==> src/rtl/bcd_time_counter.sv <==
// rtl/bcd_time_counter.sv - BCD HH:MM:SS time-of-day counter with prescaler, validated load and adjust
// Define ALARM_EN to add the HH:MM alarm ports and logic.
module bcd_time_counter #(
  parameter int TICK_DIV = 100_000_000,
  parameter int HOURS    = 24
) (
  input  logic        clk,
  input  logic        RST,
  input  logic        run,
  input  logic        load,
  input  logic [23:0] set_time,
  input  logic        inc_min,
  input  logic        inc_hour,
`ifdef ALARM_EN
  input  logic        alarm_set,
  input  logic [15:0] alarm_time,
  input  logic        alarm_on,
  input  logic        alarm_ack,
  output logic        alarm_out,
`endif
  output logic [23:0] time_bcd,
  output logic        sec_pulse,
  output logic        day_wrap,
  output logic        load_err
);

  localparam int            DW        = $clog2(TICK_DIV);
  localparam logic [DW-1:0] DIV_LAST  = DW'(TICK_DIV - 1);
  localparam logic [7:0]    HOUR_LAST = {4'((HOURS - 1) / 10), 4'((HOURS - 1) % 10)};

  // Hour pair is legal when both digits are decimal and the value is below HOURS.
  function automatic logic hour_ok(input logic [7:0] h);
    logic [7:0] bin;
    bin = 8'd10 * {4'd0, h[7:4]} + {4'd0, h[3:0]};
    return (h[7:4] <= 4'd9) && (h[3:0] <= 4'd9) && (bin < 8'(HOURS));
  endfunction

  function automatic logic [7:0] sexa_inc(input logic [7:0] v);
    if (v[3:0] != 4'd9)
      return {v[7:4], v[3:0] + 4'd1};
    else if (v[7:4] != 4'd5)
      return {v[7:4] + 4'd1, 4'd0};
    else
      return 8'h00;
  endfunction

  function automatic logic [7:0] hour_inc(input logic [7:0] h);
    if (h == HOUR_LAST)
      return 8'h00;
    else if (h[3:0] == 4'd9)
      return {h[7:4] + 4'd1, 4'd0};
    else
      return {h[7:4], h[3:0] + 4'd1};
  endfunction

  logic [DW-1:0] div_cnt;
  logic [7:0]    hh, mm, ss;
  logic          tick, load_ok, load_take, adj_take, tick_take;
  logic          carry_s, carry_m, wrap;
  logic [23:0]   time_tick, time_adj;

  assign {hh, mm, ss} = time_bcd;

  always_comb begin
    load_ok   = hour_ok(set_time[23:16]) &&
                (set_time[15:12] <= 4'd5) && (set_time[11:8] <= 4'd9) &&
                (set_time[7:4]   <= 4'd5) && (set_time[3:0]  <= 4'd9);
    tick      = run && (div_cnt == DIV_LAST);
    load_take = load && load_ok;
    adj_take  = !load_take && (inc_hour || inc_min);
    // A tick that collides with a load or an adjust is lost, not deferred.
    tick_take = tick && !load_take && !adj_take;

    time_adj  = inc_hour ? {hour_inc(hh), mm, ss} : {hh, sexa_inc(mm), ss};

    carry_s   = (ss == 8'h59);
    carry_m   = carry_s && (mm == 8'h59);
    time_tick = {carry_m ? hour_inc(hh) : hh, carry_s ? sexa_inc(mm) : mm, sexa_inc(ss)};
    wrap      = carry_m && (hh == HOUR_LAST);
  end

  always_ff @(posedge clk or posedge RST) begin
    if (RST) begin
      div_cnt   <= '0;
      time_bcd  <= '0;
      sec_pulse <= 1'b0;
      day_wrap  <= 1'b0;
      load_err  <= 1'b0;
    end else begin
      load_err  <= load && !load_ok;
      sec_pulse <= tick_take;
      day_wrap  <= tick_take && wrap;

      if (load_take)
        div_cnt <= '0;
      else if (run)
        div_cnt <= tick ? '0 : div_cnt + 1'b1;

      if (load_take)
        time_bcd <= set_time;
      else if (adj_take)
        time_bcd <= time_adj;
      else if (tick_take)
        time_bcd <= time_tick;
    end
  end

`ifdef ALARM_EN
  logic [15:0] alarm_q;
  logic        alarm_ok;

  assign alarm_ok = hour_ok(alarm_time[15:8]) &&
                    (alarm_time[7:4] <= 4'd5) && (alarm_time[3:0] <= 4'd9);

  // Only a real one-second advance onto HH:MM:00 can fire the alarm.
  always_ff @(posedge clk or posedge RST) begin
    if (RST) begin
      alarm_q   <= '0;
      alarm_out <= 1'b0;
    end else begin
      if (alarm_set && alarm_ok)
        alarm_q <= alarm_time;
      if (alarm_ack || !alarm_on)
        alarm_out <= 1'b0;
      else if (tick_take && (time_tick[7:0] == 8'h00) && (time_tick[23:8] == alarm_q))
        alarm_out <= 1'b1;
    end
  end
`endif

endmodule
==> config.mk <==
export PLATFORM = sky130hd
export DESIGN_NAME = bcd_time_counter
export DESIGN_NICKNAME = d
export VERILOG_FILES = /design/src/rtl/bcd_time_counter.sv
export SDC_FILE = /design/constraint.sdc
export NUM_CORES = 1
export LEC_CHECK = 0
export BUFFER_PORTS_ARGS = -buffer_cell sky130_fd_sc_hd__buf_4
export CORE_ASPECT_RATIO = 1.5
export CORE_MARGIN = 3
export CORE_UTILIZATION = 40
export DETAILED_ROUTE_END_ITERATION = 8
export PLACE_DENSITY = 0.67
export SYNTH_ARGS = -nofsm -noshare
export SYNTH_HDL_FRONTEND = slang
export SYNTH_SLANG_ARGS = --single-unit
==> constraint.sdc <==
create_clock -name clk -period 3.35 [get_ports clk]
set_clock_uncertainty 0.15 [all_clocks]
set_input_delay 0.1675 -clock clk [delete_from_list [all_inputs] [get_ports clk]]
set_output_delay 0.1675 -clock clk [all_outputs]
set_load 0.02 [all_outputs]
==> impl_metrics.py <==
metrics = {
    "sta": {
        "max_freq_mhz": 322,
        "drv_slew": 0,
        "min_period_ns": 3.11,
        "hold_viol": 0,
        "tns_ns": 0,
        "timing.final.ws_setup_ns": 0.244,
        "slew_headroom_pct": 48.3,
        "rsz0062_at_grt": "no",
        "worst_slew_pin_slew_ns": 0.775,
        "setup_viol": 0,
        "hold_ws_ns": 0.0108,
        "period_share_pct": 92.7,
    },
    "hold_path": {
        "min_path_cells": 3,
        "hold_class": "input pin to flip-flop",
    },
    "clocking": {
        "clkSinkCount": 54,
        "clock_latency_ns": 0.30,
        "clock-root-buffer": "clkbuf_16",
        "htree_levels": 2,
        "cts_tree": "yes",
        "numCtsBuffers": 5,
        "clk_transition_reported_paths_ns": 0.07,
        "cts-resized-gates": 0,
        "clockBufferDepth": 2,
    },
    "logic_synthesis": {
        "synth.avg_cell_area_um2": 8.58,
        "synthFlopType": "dfrtp_1",
        "synth_top_area_share_pct": 35.6,
        "async_flop_share_pct": 100,
        "postSynthCellCount": 442,
        "yosys.area.top_type": "dfrtp_1",
        "synth_common_cells": "54 x dfrtp_1, 53 x nor2_1, 43 x a21oi_1",
        "synth_edf_count": 0,
        "synth-seq-cells": 54,
        "yosysMostFrequentCell": "dfrtp_1",
        "seq_area_frac_synth_pct": 35.6,
        "syn-num-nets": 488,
        "synth.distinct_cells": 76,
        "synth_warnings": 0,
        "netlist_area_mm2": 0.00379,
        "synth_area_leaders": "dfrtp_1 36%, a21oi_1 5.7%, nor2_1 5.2%",
    },
    "global_routing": {
        "grt_usage_pct": 19.2,
        "grt_max_degree": 37,
        "antenna_found_initial": 0,
        "grt_pass1_wl_mm": 17.0,
        "grt_overflow": 0,
        "grt_pass1_vias": 3628,
    },
    "final_layout": {
        "syn_to_final_growth_pct": 22.4,
        "nets": 557,
        "drive_gt1_share_pct": 18.8,
        "diodes": 0,
    },
    "floorplanning": {
        "start_util_pct": 41.9,
        "ioPinCount": 57,
        "core_area_mm2": 0.00904,
        "dieWidth_um": 85.5,
        "rows": 42,
        "die_y_um": 125,
        "die_area_mm2": 0.0107,
    },
    "place": {
        "gp_congestion": 0.868,
        "port_buffers": 56,
        "hpwlAfterDp_mm": 7.59,
        "pre_cts_ws_ns": 0.380,
    },
    "worst_setup_path": {
        "r2r_slack_ns": 0.81,
        "reg2reg_to": "time_bcd[22]$_DFFE_PP0P_",
        "crit_start": "set_time[22]",
        "cp.depth": 10,
        "slowest_delay_ns": 0.55,
        "cp-start-kind": "input pin",
        "crit_family": "buffers and inverters",
        "critPathRequiredTime_ns": 3.38,
        "worstSetupEndpointType": "flip-flop",
        "timing.rr.start": "div_cnt[0]$_DFFE_PP0P_",
        "slowest_stage": "dlygate4sd3_1",
        "arrival_ns": 3.14,
        "worstSetupPathType": "input pin to flip-flop",
        "cp_num_buf_inv": 3,
        "crit_path_max_fanout": 24,
        "endpoint": "time_bcd[22]$_DFFE_PP0P_",
        "cp_cell_sequence": "dlygate4sd3_1 -> buf_4 -> ha_1 -> ha_1 -> fa_1 -> a221o_1 -> a211oi_2 -> o2111ai_2 -> buf_4 -> mux2_4",
        "reg2reg_depth": 8,
    },
    "routing": {
        "wl_per_cell_um": 16.4,
        "dr.first_iter.drc_count": 210,
        "routed_wl_mm": 10.2,
        "firstDrtPassIters": 4,
        "drc": 0,
        "avgViaCountPerCell": 5.77,
        "vias": 3592,
        "ant_nets": 0,
    },
    "power_and_ir_drop": {
        "power.density_mw_per_mm2": 467,
        "p_leak_nw": 2.05,
        "ir_drop_mv": 0.311,
    },
    "run": {
        "cap_violations": 0,
    },
    "outcome": {
        "status": "finished clean",
    },
}
==> how the worst min path moves through the flow <==
stage                                           to         start
after global placement     div_cnt[22]$_DFFE_PP0P_           RST
after floorplan           time_bcd[11]$_DFFE_PP0P_  set_time[11]
after detailed placement  time_bcd[14]$_DFFE_PP0P_           RST
final                      time_bcd[1]$_DFFE_PP0P_   set_time[1]
after global routing      time_bcd[19]$_DFFE_PP0P_  set_time[19]
after CTS                 time_bcd[13]$_DFFE_PP0P_  set_time[13]
==> registers in the layout (all words and copies together) (netlist names) <==
signal / cells
day_wrap: 1
sec_pulse: 1
time_bcd: 24
load_err: 1
div_cnt: 27
==> what timing repair did <==
item	4_1_cts	5_1_grt
setup buffers	0	0
hold endpoints to repair	52	0
setup endpoints to repair	0	0
hold buffers	18	0
==> report_power, final <==
part	switching [mW]	internal, mW
clock network	0.237	0.297
registers	0.169	0.767
logic	0.370	0.327
==> worst min-delay path, delay by kind of cell <==
family / cells / cell delay (ns)
AO/OA/AOI/OAI: 1 / 0.11
buffers and inverters: 1 / 0.09
AND/OR/NAND/NOR: 1 / 0.04
==> final cells by class <==
class	instances	area, µm²
inverters	17	63.8
clock buffers	7	143
flip-flops and latches	54	1350
multi-input cells	353	2280
repair buffers	80	658
fillers	875	4400
well taps	110	138
clock inverters	1	5.00
==> cells by family (layout without fill, tap and decap cells) <==
family	after synthesis	in the layout	synth area share, %
fa+ha+maj	16	16	5.48
compound gates	113	113	18.8
mux	10	10	2.84
flops	54	54	35.6
buf+inv	35	105	4.13
simple gates	205	205	31.1
xor+xnor	9	9	2.08
==> per-stage QoR <==
step | utilization [%] | cells | total power, mW | instance area [µm²]
final | 51.4 | 622 | 2.17 | 4640
after global routing | 51.4 | 622 | 2.31 | 4640
after detailed placement | 47.7 | 596 | 1.63 | 4310
after CTS | 51.4 | 622 | 2.19 | 4640
after global placement | 47.7 | 596 | 1.61 | 4310
after floorplan | - | 442 | 1.36 | 3790
==> cells in the final DEF, fill, tap and decap left out, drive strengths merged, types with 15 or more instances in the layout <==
master	synthesis	routed
nand2	38	38
dlygate4sd3	0	18
dfrtp	54	54
o21ai	27	27
buf	10	62
ha	15	15
nor2	53	53
a21oi	43	43
nand3	15	15
inv	16	16
nor3	18	18
==> per-layer routing <==
layer	track usage, %	wire [µm]
met1	21.2	4080
met3	2.76	377
met5	0	0
met4	7.36	239
met2	36.3	5500
Note: power is estimated with default switching activity, not from simulation.
